<file path="config.mk">
export PLATFORM = sky130hd
export DESIGN_NAME = sprite_palette_bank
export DESIGN_NICKNAME = d
export VERILOG_FILES = /design/src/rtl/sprite_pkg.sv /design/src/rtl/palette_fade_ctrl.sv /design/src/rtl/sprite_palette_bank.sv
export SDC_FILE = /design/constraint.sdc
export NUM_CORES = 2
export LEC_CHECK = 0
export CAP_MARGIN = 20
export CORE_MARGIN = 2
export CORE_UTILIZATION = 60
export CTS_CLUSTER_DIAMETER = 150
export DETAILED_ROUTE_END_ITERATION = 8
export PLACE_DENSITY = 0.84
export SLEW_MARGIN = 5
export SYNTH_ARGS = -nofsm -noshare
export SYNTH_HDL_FRONTEND = slang
export SYNTH_SLANG_ARGS = --single-unit
</file>
<file path="constraint.sdc">
create_clock -name Clk -period 2.5 [get_ports Clk]
set_clock_uncertainty 0.1 [all_clocks]
set_input_delay 0.25 -clock Clk [delete_from_list [all_inputs] [get_ports Clk]]
set_output_delay 0.25 -clock Clk [all_outputs]
set_load 0.01 [all_outputs]
</file>
<file path="src/rtl/sprite_pkg.sv">
// Shared types and helpers for the sprite palette bank.
// Fade support in the bank is enabled by defining PALETTE_FADE_EN.
package sprite_pkg;

    localparam int unsigned RGB_CW = 4;

    typedef struct packed {
        logic [RGB_CW-1:0] r;
        logic [RGB_CW-1:0] g;
        logic [RGB_CW-1:0] b;
    } rgb_t;

    typedef enum logic [1:0] {
        IDLE,
        FADE_IN,
        FADE_OUT
    } fade_state_e;

    // Brightness scale: level 2**cw is identity, 0 is black.
    function automatic logic [15:0] scale_chan(input logic [15:0] c,
                                               input logic [16:0] level,
                                               input int unsigned cw);
        logic [32:0] prod;
        prod = 33'(c) * 33'(level);
        return 16'(prod >> cw);
    endfunction

endpackage

</file>
<file path="src/rtl/palette_fade_ctrl.sv">
// Global brightness fade: steps level by one every FADE_DIV clocks toward the
// selected target, then returns to IDLE on the same edge the target is reached.
module palette_fade_ctrl
    import sprite_pkg::*;
#(
    parameter int unsigned COLOR_W  = 4,
    parameter int unsigned FADE_DIV = 4
) (
    input  logic             clk_i,
    input  logic             rst_ni,
    input  logic             start_i,
    input  logic             dir_i,
    output logic [COLOR_W:0] level_o,
    output logic             busy_o
);

    localparam int unsigned CNT_W = (FADE_DIV > 1) ? $clog2(FADE_DIV) : 1;
    localparam logic [CNT_W-1:0] CNT_RELOAD = CNT_W'(FADE_DIV - 1);
    localparam logic [COLOR_W:0] LVL_MAX = {1'b1, {COLOR_W{1'b0}}};

    fade_state_e      state_q, state_d;
    logic [CNT_W-1:0] cnt_q, cnt_d;
    logic [COLOR_W:0] level_q, level_d;
    logic             busy_q;

    always_ff @(posedge clk_i or negedge rst_ni) begin
        if (!rst_ni) begin
            state_q <= IDLE;
            cnt_q   <= '0;
            level_q <= LVL_MAX;
            busy_q  <= 1'b0;
        end else begin
            state_q <= state_d;
            cnt_q   <= cnt_d;
            level_q <= level_d;
            busy_q  <= (state_d != IDLE);
        end
    end

    always_comb begin
        state_d = state_q;
        cnt_d   = cnt_q;
        level_d = level_q;
        unique case (state_q)
            IDLE: begin
                // A start that is already at its target never leaves IDLE.
                if (start_i && dir_i && level_q != LVL_MAX) begin
                    state_d = FADE_IN;
                    cnt_d   = CNT_RELOAD;
                end else if (start_i && !dir_i && level_q != '0) begin
                    state_d = FADE_OUT;
                    cnt_d   = CNT_RELOAD;
                end
            end
            FADE_IN: begin
                if (cnt_q == '0) begin
                    level_d = level_q + 1'b1;
                    cnt_d   = CNT_RELOAD;
                    if (level_q == LVL_MAX - 1'b1) state_d = IDLE;
                end else begin
                    cnt_d = cnt_q - 1'b1;
                end
            end
            FADE_OUT: begin
                if (cnt_q == '0) begin
                    level_d = level_q - 1'b1;
                    cnt_d   = CNT_RELOAD;
                    if (level_q == {{COLOR_W{1'b0}}, 1'b1}) state_d = IDLE;
                end else begin
                    cnt_d = cnt_q - 1'b1;
                end
            end
            default: state_d = IDLE;
        endcase
    end

    assign level_o = level_q;
    assign busy_o  = busy_q;

endmodule

</file>
<file path="src/rtl/sprite_palette_bank.sv">
// Runtime-writable multi-palette colour lookup with a fixed 2-cycle read pipe.
// Define PALETTE_FADE_EN to enable the global brightness fade and S2 scaling.
module sprite_palette_bank
    import sprite_pkg::*;
#(
    parameter int unsigned IDX_W      = 4,
    parameter int unsigned COLOR_W    = 4,
    parameter int unsigned NUM_PAL    = 8,
    parameter int unsigned TRANSP_IDX = 0,
    parameter int unsigned FADE_DIV   = 4,
    localparam int unsigned PAL_W     = (NUM_PAL > 1) ? $clog2(NUM_PAL) : 1
) (
    input  logic                 Clk,
    input  logic                 Reset_n,
    input  logic                 rd_valid,
    input  logic [PAL_W-1:0]     rd_pal,
    input  logic [IDX_W-1:0]     rd_index,
    output logic                 out_valid,
    output logic [COLOR_W-1:0]   red,
    output logic [COLOR_W-1:0]   green,
    output logic [COLOR_W-1:0]   blue,
    output logic                 transparent,
    input  logic                 wr_en,
    input  logic [PAL_W-1:0]     wr_pal,
    input  logic [IDX_W-1:0]     wr_index,
    input  logic [3*COLOR_W-1:0] wr_rgb,
    input  logic                 fade_start,
    input  logic                 fade_dir,
    output logic                 fade_busy,
    output logic [COLOR_W:0]     fade_level
);

    typedef struct packed {
        logic [COLOR_W-1:0] r;
        logic [COLOR_W-1:0] g;
        logic [COLOR_W-1:0] b;
    } pix_t;

    localparam int unsigned ENTRIES = 2 ** IDX_W;
    localparam logic [PAL_W:0] PAL_LIM = (PAL_W + 1)'(NUM_PAL);
    localparam logic [COLOR_W:0] LVL_MAX = {1'b1, {COLOR_W{1'b0}}};
    localparam pix_t KEY = '{r: '1, g: '0, b: '1};

    pix_t             mem_q [NUM_PAL][ENTRIES];
    pix_t             rd_entry;
    logic             rd_ok, wr_ok;
    logic             s1_valid_q, s1_transp_q;
    pix_t             s1_rgb_q;
    pix_t             s2_rgb_d, out_rgb_q;
    logic             out_valid_q, out_transp_q;
    logic [COLOR_W:0] level_w;
    logic             busy_w;

    assign rd_ok = ({1'b0, rd_pal} < PAL_LIM);
    assign wr_ok = ({1'b0, wr_pal} < PAL_LIM);

    // Entry 0 of every palette resets to the magenta colour key.
    always_ff @(posedge Clk or negedge Reset_n) begin
        if (!Reset_n) begin
            for (int unsigned p = 0; p < NUM_PAL; p++) begin
                for (int unsigned e = 0; e < ENTRIES; e++) begin
                    mem_q[p][e] <= (e == 0) ? KEY : '0;
                end
            end
        end else if (wr_en && wr_ok) begin
            mem_q[wr_pal][wr_index] <= wr_rgb;
        end
    end

    assign rd_entry = rd_ok ? mem_q[rd_pal][rd_index] : '0;

    always_ff @(posedge Clk or negedge Reset_n) begin
        if (!Reset_n) begin
            s1_valid_q   <= 1'b0;
            s1_transp_q  <= 1'b0;
            s1_rgb_q     <= '0;
            out_valid_q  <= 1'b0;
            out_transp_q <= 1'b0;
            out_rgb_q    <= '0;
        end else begin
            s1_valid_q  <= rd_valid;
            out_valid_q <= s1_valid_q;
            if (rd_valid) begin
                s1_rgb_q    <= rd_entry;
                s1_transp_q <= (rd_index == IDX_W'(TRANSP_IDX));
            end
            if (s1_valid_q) begin
                out_rgb_q    <= s2_rgb_d;
                out_transp_q <= s1_transp_q;
            end
        end
    end

`ifdef PALETTE_FADE_EN
    palette_fade_ctrl #(
        .COLOR_W (COLOR_W),
        .FADE_DIV(FADE_DIV)
    ) u_fade (
        .clk_i  (Clk),
        .rst_ni (Reset_n),
        .start_i(fade_start),
        .dir_i  (fade_dir),
        .level_o(level_w),
        .busy_o (busy_w)
    );

    always_comb begin
        s2_rgb_d   = '0;
        s2_rgb_d.r = COLOR_W'(scale_chan(16'(s1_rgb_q.r), 17'(level_w), COLOR_W));
        s2_rgb_d.g = COLOR_W'(scale_chan(16'(s1_rgb_q.g), 17'(level_w), COLOR_W));
        s2_rgb_d.b = COLOR_W'(scale_chan(16'(s1_rgb_q.b), 17'(level_w), COLOR_W));
    end
`else
    localparam int unsigned unused_fade_div = FADE_DIV;
    logic unused_fade_in;
    assign unused_fade_in = fade_start ^ fade_dir;
    assign level_w  = LVL_MAX;
    assign busy_w   = 1'b0;
    assign s2_rgb_d = s1_rgb_q;
`endif

    assign out_valid   = out_valid_q;
    assign red         = out_rgb_q.r;
    assign green       = out_rgb_q.g;
    assign blue        = out_rgb_q.b;
    assign transparent = out_transp_q;
    assign fade_busy   = busy_w;
    assign fade_level  = level_w;

endmodule

</file>
==> run_results.csv <==
group,metric,value,unit
cts,insertion_delay,780,ps
timing,slew_viol_final,0,
power,p_leak,39.65,nW
finish,syn2layout_area_growth,17.40,%
die,coreArea,117900,um^2
synth,synthMuxAreaShare,38.34,%
grt,grt_max_degree,129,
die,initial_core_util,60.47,%
power,ir_worst_vdd,0.6281,mV
power,power_switching,0.01471,W
detailed_routing,drtPass1Iterations,6,
die,die_y,348.7,um
synth,avgSynthCellArea,15.57,um^2
synth,synth.distinct_cells,56,
grt,grt_pass1_vias,47490,
cts,h-tree-depth,4,
detailed_routing,wirelength,202500,um
synth,yosys.area_share.xor_xnor,0,%
die,std_cell_rows,126,
synth,async_reset_ff_share,100.0,%
setup_path,crit_fanout,2,
synth,synthAdderAreaFrac,0,%
detailed_routing,num_vias,44500,
cts,clk_pin_slew,60,ps
grt,grt_use_total,34.01,%
synth,synth_edf_count,0,
power,combPwrFrac,11.5,%
power,p_int,0.04493,W
detailed_routing,wl_per_cell,30.70,um
cts,numCtsBuffers,158,
run_status,status,"finished, final reports clean",
power,power_density,712.4,nW/um^2
timing,max_slew.worst_pin.slew,925.8,ps
synth,synth_area,71300,um^2
grt,overflow,0,
place,place_inst,6294,
place,io_buffers,43,
setup_path,reg2regPathDepth,8,
cts,cts_tree,"yes",
synth,synth-simple-area-share,1.979,%
timing,clock.fmax,401.6,MHz
detailed_routing,ant_nets,0,
synth,synth_compound_area_share,1.851,%
die,die_area,121600,um^2
die,die_x,348.7,um
timing,fin_crit_sh,99.59,%
place,hpwl,131100,um
detailed_routing,drc,0,
timing,finalHoldViolations,0,
cts,clockRootBuffer,"clkbuf_16",
cts,cts.sinks,1564,
detailed_routing,drt_iter0_markers,4321,
timing,setup_viol,0,
timing,relSlewSlack,38.05,%
flow_run,maxCapViolations,0,
synth,ys_seq_elements,1564,
power,clkPwrFrac,40.4,%
timing,rsz0062_at_grt,"no",
power,switching_share,24.66,%
finish,layout-drive-gt1-share,56.98,%
setup_path,cp-start-kind,"register",
grt,antenna_found_initial,9,
finish,nets,4959,
grt,grt_pass1_wl,307400,um
min_path,hold_depth,2,
setup_path,arrival,3030,ps
setup_path,crit_required,3040,ps
detailed_routing,viasPerCell,6.746,
timing,tns,0,ps
place,place_congestion,0.9857,
timing,period_needed,2490,ps
die,ios,52,
synth,netlist_instances,4579,
cts,cts_max_path_buffers,3,
synth,yosys_warnings,0,
setup_path,path_class,"reg2reg",
synth,ys.flop_type,"dfrtp_1",
min_path,hold_class,"in2reg",
synth,ys_seq_area_share,55.00,%
finish,fin_cells,6596,
power,seqPwrFrac,48.0,%
cts,post_cts_buffers,0,
synth,synth_top_family_by_area,"multiplexers",
setup_path,critPathCaptureType,"register",
## worst max-delay path, stage by stage (launching register included)
cell     delay, ps
dfrtp_1        400
mux4_2         500
mux2i_1        290
buf_4          190
mux2i_1         60
mux2_2         340
o21ai_0        230
buf_4          160
o22ai_1         90
## synthesized netlist by cell type (10+ instances only)
cell | n | area (um^2)
a211oi_1 | 14 | 105.1
a22oi_1 | 45 | 337.8
nand2_1 | 105 | 394.1
mux4_2 | 387 | 8716
dfstp_2 | 64 | 1682
buf_6 | 15 | 168.9
a221oi_1 | 16 | 140.1
clkbuf_1 | 343 | 1287
buf_4 | 29 | 217.7
nor2_1 | 113 | 424.2
a21oi_1 | 30 | 150.1
buf_1 | 11 | 41.29
a22o_1 | 10 | 87.58
buf_2 | 53 | 265.3
o21ai_0 | 18 | 90.09
mux2_2 | 1562 | 17590
nand3_1 | 23 | 115.1
nor2b_1 | 21 | 131.4
mux2i_1 | 103 | 1031
o22ai_1 | 15 | 93.84
dfrtp_1 | 1500 | 37540
## metrics by stage
step                      worst slack, ps  power, W  area (um^2)  util, %  hold WS (ps)
after CTS                           8.042   0.05973        83680    70.96         26.09
after global placement             -639.4   0.03533        78270    66.37         60.75
after floorplan                     59.88   0.03267        71320        -        -145.6
after detailed placement           -549.3   0.03572        78270    66.37         55.24
final                               10.15   0.05964        83710    70.99         71.92
after global routing                1.370   0.06140        83710    70.98         75.40
## path summary, 6_finish.rpt
| path | startpoint | endpoint | slack, ps |
|---|---|---|---|
| max | mem_q[30]$_DFFE_PN0P_ | s1_rgb_q[6]$_DFFE_PN0P_ | 10 |
| min reg2reg | mem_q[367]$_DFFE_PN0P_ | mem_q[367]$_DFFE_PN0P_ | 400 |
| min in group asynchronous | Reset_n | mem_q[1516]$_DFFE_PN0P_ | 170 |
| max in group asynchronous | Reset_n | mem_q[1233]$_DFFE_PN0P_ | 1460 |
| min | wr_rgb[11] | mem_q[1439]$_DFFE_PN0P_ | 70 |
| max reg2reg | mem_q[30]$_DFFE_PN0P_ | s1_rgb_q[6]$_DFFE_PN0P_ | 10 |
## state kept, by name, summed over array words and instances, names as in the netlist
signal and flops:
green 4, s1_transp_q 1, s1_rgb_q 12, s1_valid_q 1, mem_q 1536, blue 4, red 4, out_valid 1
transparent 1
## kinds of logic (layout without fill, tap and decap cells)
family          count (synthesis)  after routing
other cells                     2              8
simple gates                  315            315
buf+inv                       459            934
compound gates                187            187
flops                        1564           1564
mux                          2052           2052
## cell usage in the layout, fill, tap and decap left out, types with 25 or more instances in the layout
cell type and n:
clkdlybuf4s50_1 25, dfrtp_1 1500, mux2i_1 103, clkbuf_8 29, buf_12 177, mux2_2 1562
clkinv_2 28, buf_4 420, clkbuf_16 162, a22oi_1 44, dfstp_2 64, clkbuf_1 40
nor2_1 112, a21oi_1 30, mux4_2 387, nand2_1 105
## power by group through the flow
stage / logic [W] / registers (W) / clock network (W)
floorplan: 0.00411 / 0.0286 / 0
global placement: 0.00647 / 0.0289 / 0
detailed placement: 0.00671 / 0.0290 / 0
CTS: 0.00681 / 0.0286 / 0.0243
global route: 0.00725 / 0.0289 / 0.0253
finish: 0.00688 / 0.0286 / 0.0241
## cell type report
| class | count | area [um^2] |
|---|---|---|
| Timing Repair Buffer | 635 | 7104 |
| Antenna cell | 2 | 5.005 |
| Clock inverter | 60 | 698.2 |
| Fill cell | 7017 | 34210 |
| Tap cell | 1536 | 1922 |
| Clock buffer | 231 | 4603 |
| Inverter | 8 | 30.03 |
| Multi-Input combinational cell | 2560 | 30130 |
| Sequential cell | 1564 | 39220 |
## metal layers
layer | GRT usage (%) | vias to the layer above | wire length, um
li1 | - | 17670 | -
met1 | 45.77 | 23890 | 77800
met2 | 51.75 | 2249 | 92530
met3 | 9.400 | 681 | 20820
met4 | 16.21 | 10 | 11260
met5 | 0 | - | 71
## repair_timing
item                                    in CTS  in global routing
endpoints found under the setup margin       2                  3
gates cloned                                 0                  0
gates resized for setup                      2                  6
hold buffers                                 9                  0
endpoints found under the hold margin     1647                  0
pin swaps                                    0                  3
No activity file was read; power rests on OpenSTA's default activity.
